`config.mk`:
```
export PLATFORM = sky130hd
export DESIGN_NAME = logic_gate_unit_flat
export DESIGN_NICKNAME = d
export VERILOG_FILES = /design/src/rtl/lgu_pkg.sv /design/src/rtl/logic_gate_unit_if.sv /design/src/rtl/lgu_out_queue.sv /design/src/rtl/logic_gate_unit.sv /design/src/flat_wrapper.sv
export SDC_FILE = /design/constraint.sdc
export NUM_CORES = 1
export LEC_CHECK = 0
export ABC_AREA = 1
export CAP_MARGIN = 25
export CORE_MARGIN = 1.5
export CORE_UTILIZATION = 50
export DETAILED_ROUTE_END_ITERATION = 10
export GPL_ROUTABILITY_DRIVEN = 0
export PLACE_DENSITY = 0.75
export SETUP_SLACK_MARGIN = 0.15
export SLEW_MARGIN = 20
export SYNTH_ARGS = -nofsm -noshare
export SYNTH_HDL_FRONTEND = slang
export SYNTH_SLANG_ARGS = --single-unit
```
`constraint.sdc`:
```
create_clock -name clk -period 2.7 [get_ports clk]
set_input_delay 0.27 -clock clk [delete_from_list [all_inputs] [get_ports clk]]
set_output_delay 0.27 -clock clk [all_outputs]
set_load 0.05 [all_outputs]
```
`src/rtl/lgu_pkg.sv`:
```
// Shared types and the bitwise gate function for logic_gate_unit.
// Operands are evaluated at MAXW bits and truncated by the caller.
package lgu_pkg;

    typedef enum logic [2:0] {
        OP_NOT  = 3'd0,
        OP_AND  = 3'd1,
        OP_OR   = 3'd2,
        OP_NAND = 3'd3,
        OP_NOR  = 3'd4,
        OP_XOR  = 3'd5,
        OP_XNOR = 3'd6,
        OP_BUF  = 3'd7
    } op_e;

    localparam int QDEPTH = 2;
    localparam int MAXW   = 64;

    function automatic logic [MAXW-1:0] gate_eval(
        input op_e             op,
        input logic [MAXW-1:0] a,
        input logic [MAXW-1:0] b
    );
        logic [MAXW-1:0] r;
        r = '0;
        unique case (op)
            OP_NOT:  r = ~a;
            OP_AND:  r = a & b;
            OP_OR:   r = a | b;
            OP_NAND: r = ~(a & b);
            OP_NOR:  r = ~(a | b);
            OP_XOR:  r = a ^ b;
            OP_XNOR: r = ~(a ^ b);
            OP_BUF:  r = a;
        endcase
        return r;
    endfunction

endpackage

```
`src/rtl/logic_gate_unit_if.sv`:
```
// Request/result bundle between a gate source, logic_gate_unit and
// the result consumer.
interface logic_gate_unit_if #(
    parameter int WIDTH = 8,
    parameter int CNT_W = 16
);
    logic             in_valid;
    logic             in_ready;
    lgu_pkg::op_e     op;
    logic [WIDTH-1:0] a;
    logic [WIDTH-1:0] b;
    logic             out_valid;
    logic             out_ready;
    logic [WIDTH-1:0] y;
    logic             y_changed;
    logic [CNT_W-1:0] chg_count;
    logic             clear_cnt;

    modport master (
        output in_valid, op, a, b, out_ready, clear_cnt,
        input  in_ready, out_valid, y, y_changed, chg_count
    );

    modport slave (
        input  in_valid, op, a, b, out_ready, clear_cnt,
        output in_ready, out_valid, y, y_changed, chg_count
    );
endinterface

```
`src/rtl/lgu_out_queue.sv`:
```
// Two-entry result FIFO; r_q0 is always the head, so y comes
// straight from a register and keeps its value when empty.
module lgu_out_queue
    import lgu_pkg::*;
#(
    parameter int WIDTH = 8
) (
    input  logic             clk,
    input  logic             rst_n,
    input  logic             i_push,
    input  logic [WIDTH-1:0] i_data,
    input  logic             i_pop,
    output logic             o_ready,
    output logic             o_valid,
    output logic [WIDTH-1:0] o_head
);
    localparam logic [1:0] FULL = 2'(QDEPTH);

    logic [1:0]       r_cnt;
    logic [WIDTH-1:0] r_q0;
    logic [WIDTH-1:0] r_q1;
    logic             w_push;
    logic             w_pop;

    assign o_ready = (r_cnt != FULL) && rst_n;
    assign o_valid = (r_cnt != 2'd0);
    assign o_head  = r_q0;
    assign w_push  = i_push && o_ready;
    assign w_pop   = i_pop && o_valid;

    always_ff @(posedge clk or negedge rst_n) begin
        if (!rst_n) begin
            r_cnt <= 2'd0;
            r_q0  <= '0;
            r_q1  <= '0;
        end else begin
            case ({w_push, w_pop})
                2'b10: begin
                    if (r_cnt == 2'd0) r_q0 <= i_data;
                    else               r_q1 <= i_data;
                    r_cnt <= r_cnt + 2'd1;
                end
                2'b01: begin
                    if (r_cnt == FULL) r_q0 <= r_q1;
                    r_cnt <= r_cnt - 2'd1;
                end
                // Push implies not full, pop implies not empty: head only
                2'b11: r_q0 <= i_data;
                default: ;
            endcase
        end
    end
endmodule

```
`src/rtl/logic_gate_unit.sv`:
```
// Registered bitwise gate unit with a 2-entry result queue and a
// saturating counter of value changes on delivered results.
module logic_gate_unit
    import lgu_pkg::*;
#(
    parameter int WIDTH = 8,
    parameter int CNT_W = 16
) (
    input  logic               clk,
    input  logic               rst_n,
    logic_gate_unit_if.slave   bus
);
    logic [MAXW-1:0]  w_full;
    logic [WIDTH-1:0] w_res;
    logic             w_pop;
    logic             w_diff;
    logic [WIDTH-1:0] r_last_y;
    logic             r_chg;
    logic [CNT_W-1:0] r_cnt;

    assign w_full = gate_eval(bus.op, MAXW'(bus.a), MAXW'(bus.b));
    assign w_res  = w_full[WIDTH-1:0];

    lgu_out_queue #(.WIDTH(WIDTH)) u_q (
        .clk     (clk),
        .rst_n   (rst_n),
        .i_push  (bus.in_valid),
        .i_data  (w_res),
        .i_pop   (bus.out_ready),
        .o_ready (bus.in_ready),
        .o_valid (bus.out_valid),
        .o_head  (bus.y)
    );

    assign w_pop  = bus.out_valid && bus.out_ready;
    assign w_diff = w_pop && (bus.y != r_last_y);

    always_ff @(posedge clk or negedge rst_n) begin
        if (!rst_n) begin
            r_last_y <= '0;
            r_chg    <= 1'b0;
            r_cnt    <= '0;
        end else begin
            r_chg <= w_diff;
            if (w_pop) r_last_y <= bus.y;
            // A clear landing on a change keeps that change
            if (bus.clear_cnt)
                r_cnt <= w_diff ? CNT_W'(1) : '0;
            else if (w_diff && (r_cnt != '1))
                r_cnt <= r_cnt + CNT_W'(1);
        end
    end

    assign bus.y_changed = r_chg;
    assign bus.chg_count = r_cnt;
endmodule

```
`src/flat_wrapper.sv`:
```
// flat-port wrapper written by rule: the top's interface ports become plain ports
module logic_gate_unit_flat import lgu_pkg::*;
#(
    parameter int WIDTH = 8,
    parameter int CNT_W = 16
)
  (clk, rst_n, bus_in_valid, bus_op, bus_a, bus_b, bus_out_ready, bus_clear_cnt, bus_in_ready, bus_out_valid, bus_y, bus_y_changed, bus_chg_count);
  logic_gate_unit_if #(.WIDTH(WIDTH), .CNT_W(CNT_W)) bus_i ();
  input  logic clk;
  input  logic rst_n;
  input wire logic [$bits(bus_i.in_valid)-1:0] bus_in_valid;
  input wire logic [$bits(bus_i.op)-1:0] bus_op;
  input wire logic [$bits(bus_i.a)-1:0] bus_a;
  input wire logic [$bits(bus_i.b)-1:0] bus_b;
  input wire logic [$bits(bus_i.out_ready)-1:0] bus_out_ready;
  input wire logic [$bits(bus_i.clear_cnt)-1:0] bus_clear_cnt;
  output wire logic [$bits(bus_i.in_ready)-1:0] bus_in_ready;
  output wire logic [$bits(bus_i.out_valid)-1:0] bus_out_valid;
  output wire logic [$bits(bus_i.y)-1:0] bus_y;
  output wire logic [$bits(bus_i.y_changed)-1:0] bus_y_changed;
  output wire logic [$bits(bus_i.chg_count)-1:0] bus_chg_count;
  assign bus_i.in_valid = bus_in_valid;
  assign bus_i.op = bus_op;
  assign bus_i.a = bus_a;
  assign bus_i.b = bus_b;
  assign bus_i.out_ready = bus_out_ready;
  assign bus_i.clear_cnt = bus_clear_cnt;
  assign bus_in_ready = bus_i.in_ready;
  assign bus_out_valid = bus_i.out_valid;
  assign bus_y = bus_i.y;
  assign bus_y_changed = bus_i.y_changed;
  assign bus_chg_count = bus_i.chg_count;
  logic_gate_unit #(.WIDTH(WIDTH), .CNT_W(CNT_W)) u_core (.clk(clk), .rst_n(rst_n), .bus(bus_i));
endmodule
```
==> results of run 1 <==
==> sequential cells by signal, summed over array words and instances, names as in the netlist <==
signal	count
u_core.u_q.r_q1	8
u_core.u_q.o_head	8
u_core.r_last_y	8
u_core.u_q.r_cnt	2
u_core.bus.y_changed	1
u_core.bus.chg_count	16
==> path summary, 6_finish.rpt <==
path | startpoint | end | slack [ns] | depth (start not counted)
setup / recovery | u_core.u_q.r_cnt[1] | bus_in_ready | 0.64 | 4
min in group clk | u_core.u_q.r_q1[1] | u_core.u_q.r_q1[1] | 0.49 | 2
hold reg to reg | u_core.u_q.r_q1[1] | u_core.u_q.r_q1[1] | 0.49 | 2
setup reg to reg | u_core.u_q.r_cnt[0] | u_core.u_q.o_head[4] | 0.77 | 12
hold / removal | rst_n | u_core.bus.chg_count[15] | 0.06 | 2
max in group asynchronous | rst_n | u_core.u_q.r_cnt[1] | 2.27 | 2
==> placed cells by master, fill, tap and decap left out, drive strengths merged <==
cell and n:
nand4 17, nor3b 2, nand3 35, dfrtp 43
ha 20, nor3 3, inv 47, clkdlybuf4s50 49
buf 5, nor2 76, o21ai 22, clkbuf 6
and3 1, xor2 11, xnor2 6, clkinv 3
nand2 185, a21oi 1
==> synth_stat cells, types with 2 or more instances <==
| library cell | number |
|---|---|
| nor2_2 | 2 |
| clkbuf_1 | 3 |
| o21ai_1 | 8 |
| inv_1 | 41 |
| nor3b_1 | 2 |
| ha_1 | 20 |
| nor2_1 | 71 |
| nand4_1 | 16 |
| xor2_1 | 11 |
| buf_6 | 3 |
| nand2_4 | 4 |
| dfrtp_1 | 43 |
| nand3_2 | 2 |
| nand3_1 | 31 |
| nor3_4 | 2 |
| nand3_4 | 2 |
| buf_2 | 2 |
| nor2_4 | 3 |
| o21ai_0 | 13 |
| nand2_1 | 157 |
| clkinv_1 | 2 |
| xnor2_1 | 6 |
| nand2_2 | 24 |
| buf_4 | 3 |
| inv_2 | 5 |
==> worst reg2reg max path: stages (launching register included) <==
cell,delay [ns]
dfrtp_1,0.44
nor2_1,0.25
nor2_1,0.09
nand2_1,0.11
inv_1,0.05
ha_1,0.20
nand2_4,0.15
inv_4,0.09
nor2_4,0.10
o21ai_4,0.14
nor2_1,0.12
nand2_1,0.07
nand2_1,0.06
==> metal layers <==
metal  part of all wire [%]  up-vias  wire length [microns]  global-route usage (%)
met5                      0        -                      0                       0
met4                   0.96        0                     70                    5.81
met3                    3.3        6                    241                    2.14
met2                     51       79                   3720                    41.2
met1                     45     1441                   3300                    26.5
li1                       -     1610                      -                       -
==> logic make-up (layout without fill, tap and decap cells) <==
logic type	after synthesis	count (layout)	synth area share [%]
buffers and inverters	61	110	8.10
XOR/XNOR	17	17	4.42
AO/OA/AOI/OAI	23	23	3.75
AND/OR/NAND/NOR	319	319	44.4
adder cells (fa/ha/maj)	20	20	7.43
flip-flops	43	43	31.9
==> final cells by class <==
type / count / area (sq um) / share of cell area (%)
clock buffers: 6 / 72.6 / 1.82
inverters: 50 / 195 / 4.90
multi-input cells: 379 / 2020 / 50.7
flip-flops and latches: 43 / 1080 / 27.0
well taps: 77 / 96.3 / 2.42
repair buffers: 54 / 526 / 13.2
==> power by group through the flow <==
stage	clock (mW)	sequential [mW]	combinational [mW]
after CTS	0.392	1.05	1.48
after floorplan	0	1.29	0.822
final	0.382	1.05	1.47
after global placement	0	1.05	1.45
after detailed placement	0	1.05	1.48
after global routing	0.413	1.08	1.65
==> flow_summary.ini, run 1 <==
[worst_setup_path]
critPathBufInv = 2
crit_required_ns = 2.43
worstSetupPathType = flop to primary output
cp_cell_sequence = inv_2 -> nor2_1 -> nor2_1 -> clkdlybuf4s50_1
crit_path_frequent_cell = nor2_1
setup.worst_path.end_class = primary output
cp_slowest_cell = clkdlybuf4s50_1
cp.arrival_ns = 1.79
critical_path.top_delay_family = buffers and inverters
max_stage_delay_ns = 0.82
cp-start-kind = flop
crit_fanout = 3

[timing]
timing.hold.ws_ns = 0.0642
slew_headroom_pct = 57.5
timing.final.ws_setup_ns = 0.636
maxSlewViolCount = 0
setup_viol = 0
fmax_mhz = 485
hold_viol = 0
rsz0062_at_grt = no
fin_crit_sh_pct = 76.4
fin_crit_ns = 2.06
tns_ns = 0
max_slew.worst_pin.slew_ns = 0.635
skew_ns = 0.00394

[final_layout]
diodes = 0
instances_no_fill = 609
fillers = 602
syn_to_final_growth_pct = 18.3
final_area_sq_um = 3990
final_core_util_pct = 62.0
drive_above_1_share_pct = 11.3
fin_nets = 577

[clock_tree]
cts_root_buf = clkbuf_8
cts.htree.levels = 2
clkSlewWorstSetupHoldPaths_ns = 0.08
cts_tree = done
cts_hold_buf = 0
cts_num_sinks = 43
clk_latency_ns = 0.29
cts_max_path_buffers = 2
cts-resized-gates = 0
cts_buffers = 5
postCtsSetupRepairBufs = 0

[floorplanning]
core_area_sq_um = 6420
io_pins = 51
dieArea_sq_um = 7240
die_x_microns = 85.1
die_h_microns = 85.1
initial_core_util_pct = 52.4
row_count = 29

[place]
dp_cells = 603
postPlaceCellArea_sq_um = 3910
io_buffers = 50
dp_hpwl_mm = 5.57
pre_cts_ws_ns = 0.608

[synth]
synth_edf_count = 0
syn_avg_cell_area_sq_um = 6.97
synth_cell_types = 32
yosysWarnings = 0
synthesis.area_sq_um = 3370
synth_cells = 483
synth_top_cell_by_area = dfrtp_1
synth_seq_cells = 43
synthFlopType = dfrtp_1
netlist.area_leader.share_pct = 31.9
syn_nets = 527
yosysSeqAreaShare_pct = 31.9
yosys-top-cells-area = dfrtp_1, nand2_1, nor2_1, ha_1, nand3_1
postSynth.asyncResetShare_pct = 100

[job]
cap_violations = 0

[global_routing]
grt_antenna_before_repair = 0
grt_max_degree = 44
grt_pass1_wl_mm = 13.2
grt_overflow = 0
grtUsageTotal_pct = 21.9
grt_pass1_vias = 2993

[pwr]
total_power_mw = 2.90
clkPwrFrac_pct = 13.2
switching_share_pct = 46.8
seq_power_share_pct = 36.1
leakage_nw = 1.97
p_switching_mw = 1.36
p_per_area_nw_per_um2 = 727
p_comb_share_pct = 50.7
vdd_drop_max_mv = 0.375
internal_power_mw = 1.54

[worst_hold_path]
min_path_type = primary input to asynchronous set/reset pin

[status]
violations = design-rule violations
status = finished with violations

[drt]
ant_nets = 0
vias = 3136
first_pass_iters = 8
drtIter0Drc = 155
wirelength_mm = 7.33
drc = 2
wl_per_cell_microns = 12.0
via_per_inst = 5.15
Power figures use the tool's default switching activity.
==> run 2: changes to the inputs <==
Settings changed: PLACE_DENSITY 0.75 to 0.78.
Clock period 2.7 ns to 1.7 ns, I/O delays scaled along.
==> run 2 against run 1 <==
First-iteration DRC count fell by 10%; clock power rose by 93%; sequential share of layout area fell by 2.6 points; non-clock buffer count rose by 37; clock skew rose by 0.0012 ns; count of clock-buffer cells in the layout rose by 2; utilization rose by 8.1 points; power rose by 92%; the flow finishes with violations (design-rule violations, negative hold slack); sequential power rose by 62%; largest cell class unchanged; critical endpoint is now u_core.u_q.o_head[5]; global-route usage rose by 1.5 points; sequential cell count did not move.
==> flow_summary.ini, run 2 (synthesized netlist as in run 1, its figures left out) <==
[timing]
slew_headroom_pct = 63.2
fin_crit_sh_pct = 98.0
maxSlewViolCount = 0
max_slew.worst_pin.slew_ns = 0.552
rsz0062_at_grt = yes
setup_viol = 0
hold_viol = 43
tns_ns = 0
skew_ns = 0.00517
fin_crit_ns = 1.67
fmax_mhz = 600
timing.hold.ws_ns = -0.0306

[worst_setup_path]
cp_cell_sequence = nor2_4 -> nor2_4 -> nand2_4 -> inv_4 -> ha_4 -> nand2_4 -> inv_6 -> nor2_4 -> o21ai_4 -> buf_12 -> nor2_1 -> nand2_1 -> nand2_1
worstSetupPathType = flop to flop
cp-start-kind = flop
max_stage_delay_ns = 0.43
cp.arrival_ns = 1.90
cp_slowest_cell = dfrtp_1
critPathBufInv = 3
r2r-start = u_core.u_q.r_cnt[0]
crit_path_frequent_cell = nor2_4
crit_required_ns = 1.94
setup.worst_path.end_class = flop
critical_path.top_delay_family = simple AND/OR/NAND/NOR gates
critPathLaunch = u_core.u_q.r_cnt[0]
crit_fanout = 7

[floorplanning]
row_count = 29
die_x_microns = 85.1
core_area_sq_um = 6420
initial_core_util_pct = 52.4
dieArea_sq_um = 7240
die_h_microns = 85.1
io_pins = 51

[final_layout]
diodes = 0
layout_commonest_cell = nand2_1
final_cell_mix = nand2_1, nor2_1, buf_4
drive_above_1_share_pct = 30.8
final_core_util_pct = 70.2
largest_reg_flops = 16
syn_to_final_growth_pct = 33.8
fin_nets = 615

[pwr]
total_power_mw = 5.57
switching_share_pct = 45.0
seq_power_share_pct = 30.6
p_per_area_nw_per_um2 = 1240
clkPwrFrac_pct = 13.3
leakage_nw = 2.23
p_comb_share_pct = 56.2
internal_power_mw = 3.07
vdd_drop_max_mv = 0.662
p_switching_mw = 2.51

[global_routing]
grt_antenna_before_repair = 0
grt_pass1_vias = 3213
grt_max_degree = 44
grt_pass1_wl_mm = 13.9
grtUsageTotal_pct = 23.4
grt_overflow = 0

[clock_tree]
cts_tree = done
cts.htree.levels = 2
cts_num_sinks = 43
cts_root_buf = clkbuf_8
clkSlewWorstSetupHoldPaths_ns = 0.09
clk_latency_ns = 0.30
cts_max_path_buffers = 2
cts_hold_buf = 0
cts_buffers = 5

[status]
violations = design-rule violations, negative hold slack
status = finished with violations

[place]
dp_hpwl_mm = 6.07
io_buffers = 50

[drt]
drtIter0Drc = 139
wl_per_cell_microns = 13.0
wirelength_mm = 8.46
vias = 3403
first_pass_iters = 10
drc = 5
ant_nets = 0
via_per_inst = 5.24

[worst_hold_path]
min_path_type = primary input to asynchronous set/reset pin

[job]
cap_violations = 0
==> run 2: cell count changes in the layout (fill, tap and decap cells not counted), sizes merged <==
cell           before  now
buf                 5   67
clkdlybuf4s50      49   22
clkbuf              6    9
clkinv              3    2
dlygate4sd2         0    1
inv                47   48
nand2             185  186
==> run 2: path summary, 6_finish.rpt <==
kind                       slack (ns)                       end  cells past startpoint
setup / recovery                 0.03      u_core.u_q.o_head[5]                     13
hold / removal                  -0.03  u_core.bus.chg_count[10]                      2
setup reg to reg                 0.03      u_core.u_q.o_head[5]                     13
hold reg to reg                  0.50        u_core.u_q.r_q1[2]                      2
max in group asynchronous        1.32      u_core.u_q.o_head[4]                      2
min in group clk                 0.50        u_core.u_q.r_q1[2]                      2
==> run 2: what timing repair did <==
action,4_1_cts,5_1_grt
buffers inserted,4,9
pin swaps,4,14
cloned,0,2
setup endpoints to repair,9,32
gates resized for setup,5,38
==> run 2: power groups by stage <==
stage / combinational [mW] / clock, mW / sequential [mW]
4_1_cts: 2.72 / 0.746 / 1.67
5_1_grt: 3.41 / 0.781 / 1.75
3_3_place_gp: 2.52 / 0 / 1.68
6_report: 3.13 / 0.739 / 1.70
2_1_floorplan: 1.37 / 0 / 2.08
3_5_place_dp: 2.59 / 0 / 1.69
==> run 2: routing by layer <==
| metal | wire [microns] | GRT usage (%) |
|---|---|---|
| met5 | 0 | 0 |
| met4 | 219 | 9.09 |
| met1 | 3470 | 26.9 |
| met2 | 4410 | 43.6 |
| met3 | 354 | 3.31 |
==> run 2: cell type report <==
cell class	instances	area (sq um)
multi-input cells	380	2180
well taps	77	96.3
fillers	512	1920
repair buffers	91	827
clock buffers	8	100
flip-flops and latches	43	1100
inverters	50	203
==> run 2: through the flow <==
stage | cells | setup slack (ns) | cell area [sq um]
after floorplan | 483 | -0.137 | 3450
after global placement | 626 | -0.0801 | 4120
after detailed placement | 626 | -0.133 | 4120
after CTS | 638 | 0.0815 | 4270
after global routing | 649 | -0.0518 | 4510
final | 649 | 0.0343 | 4510
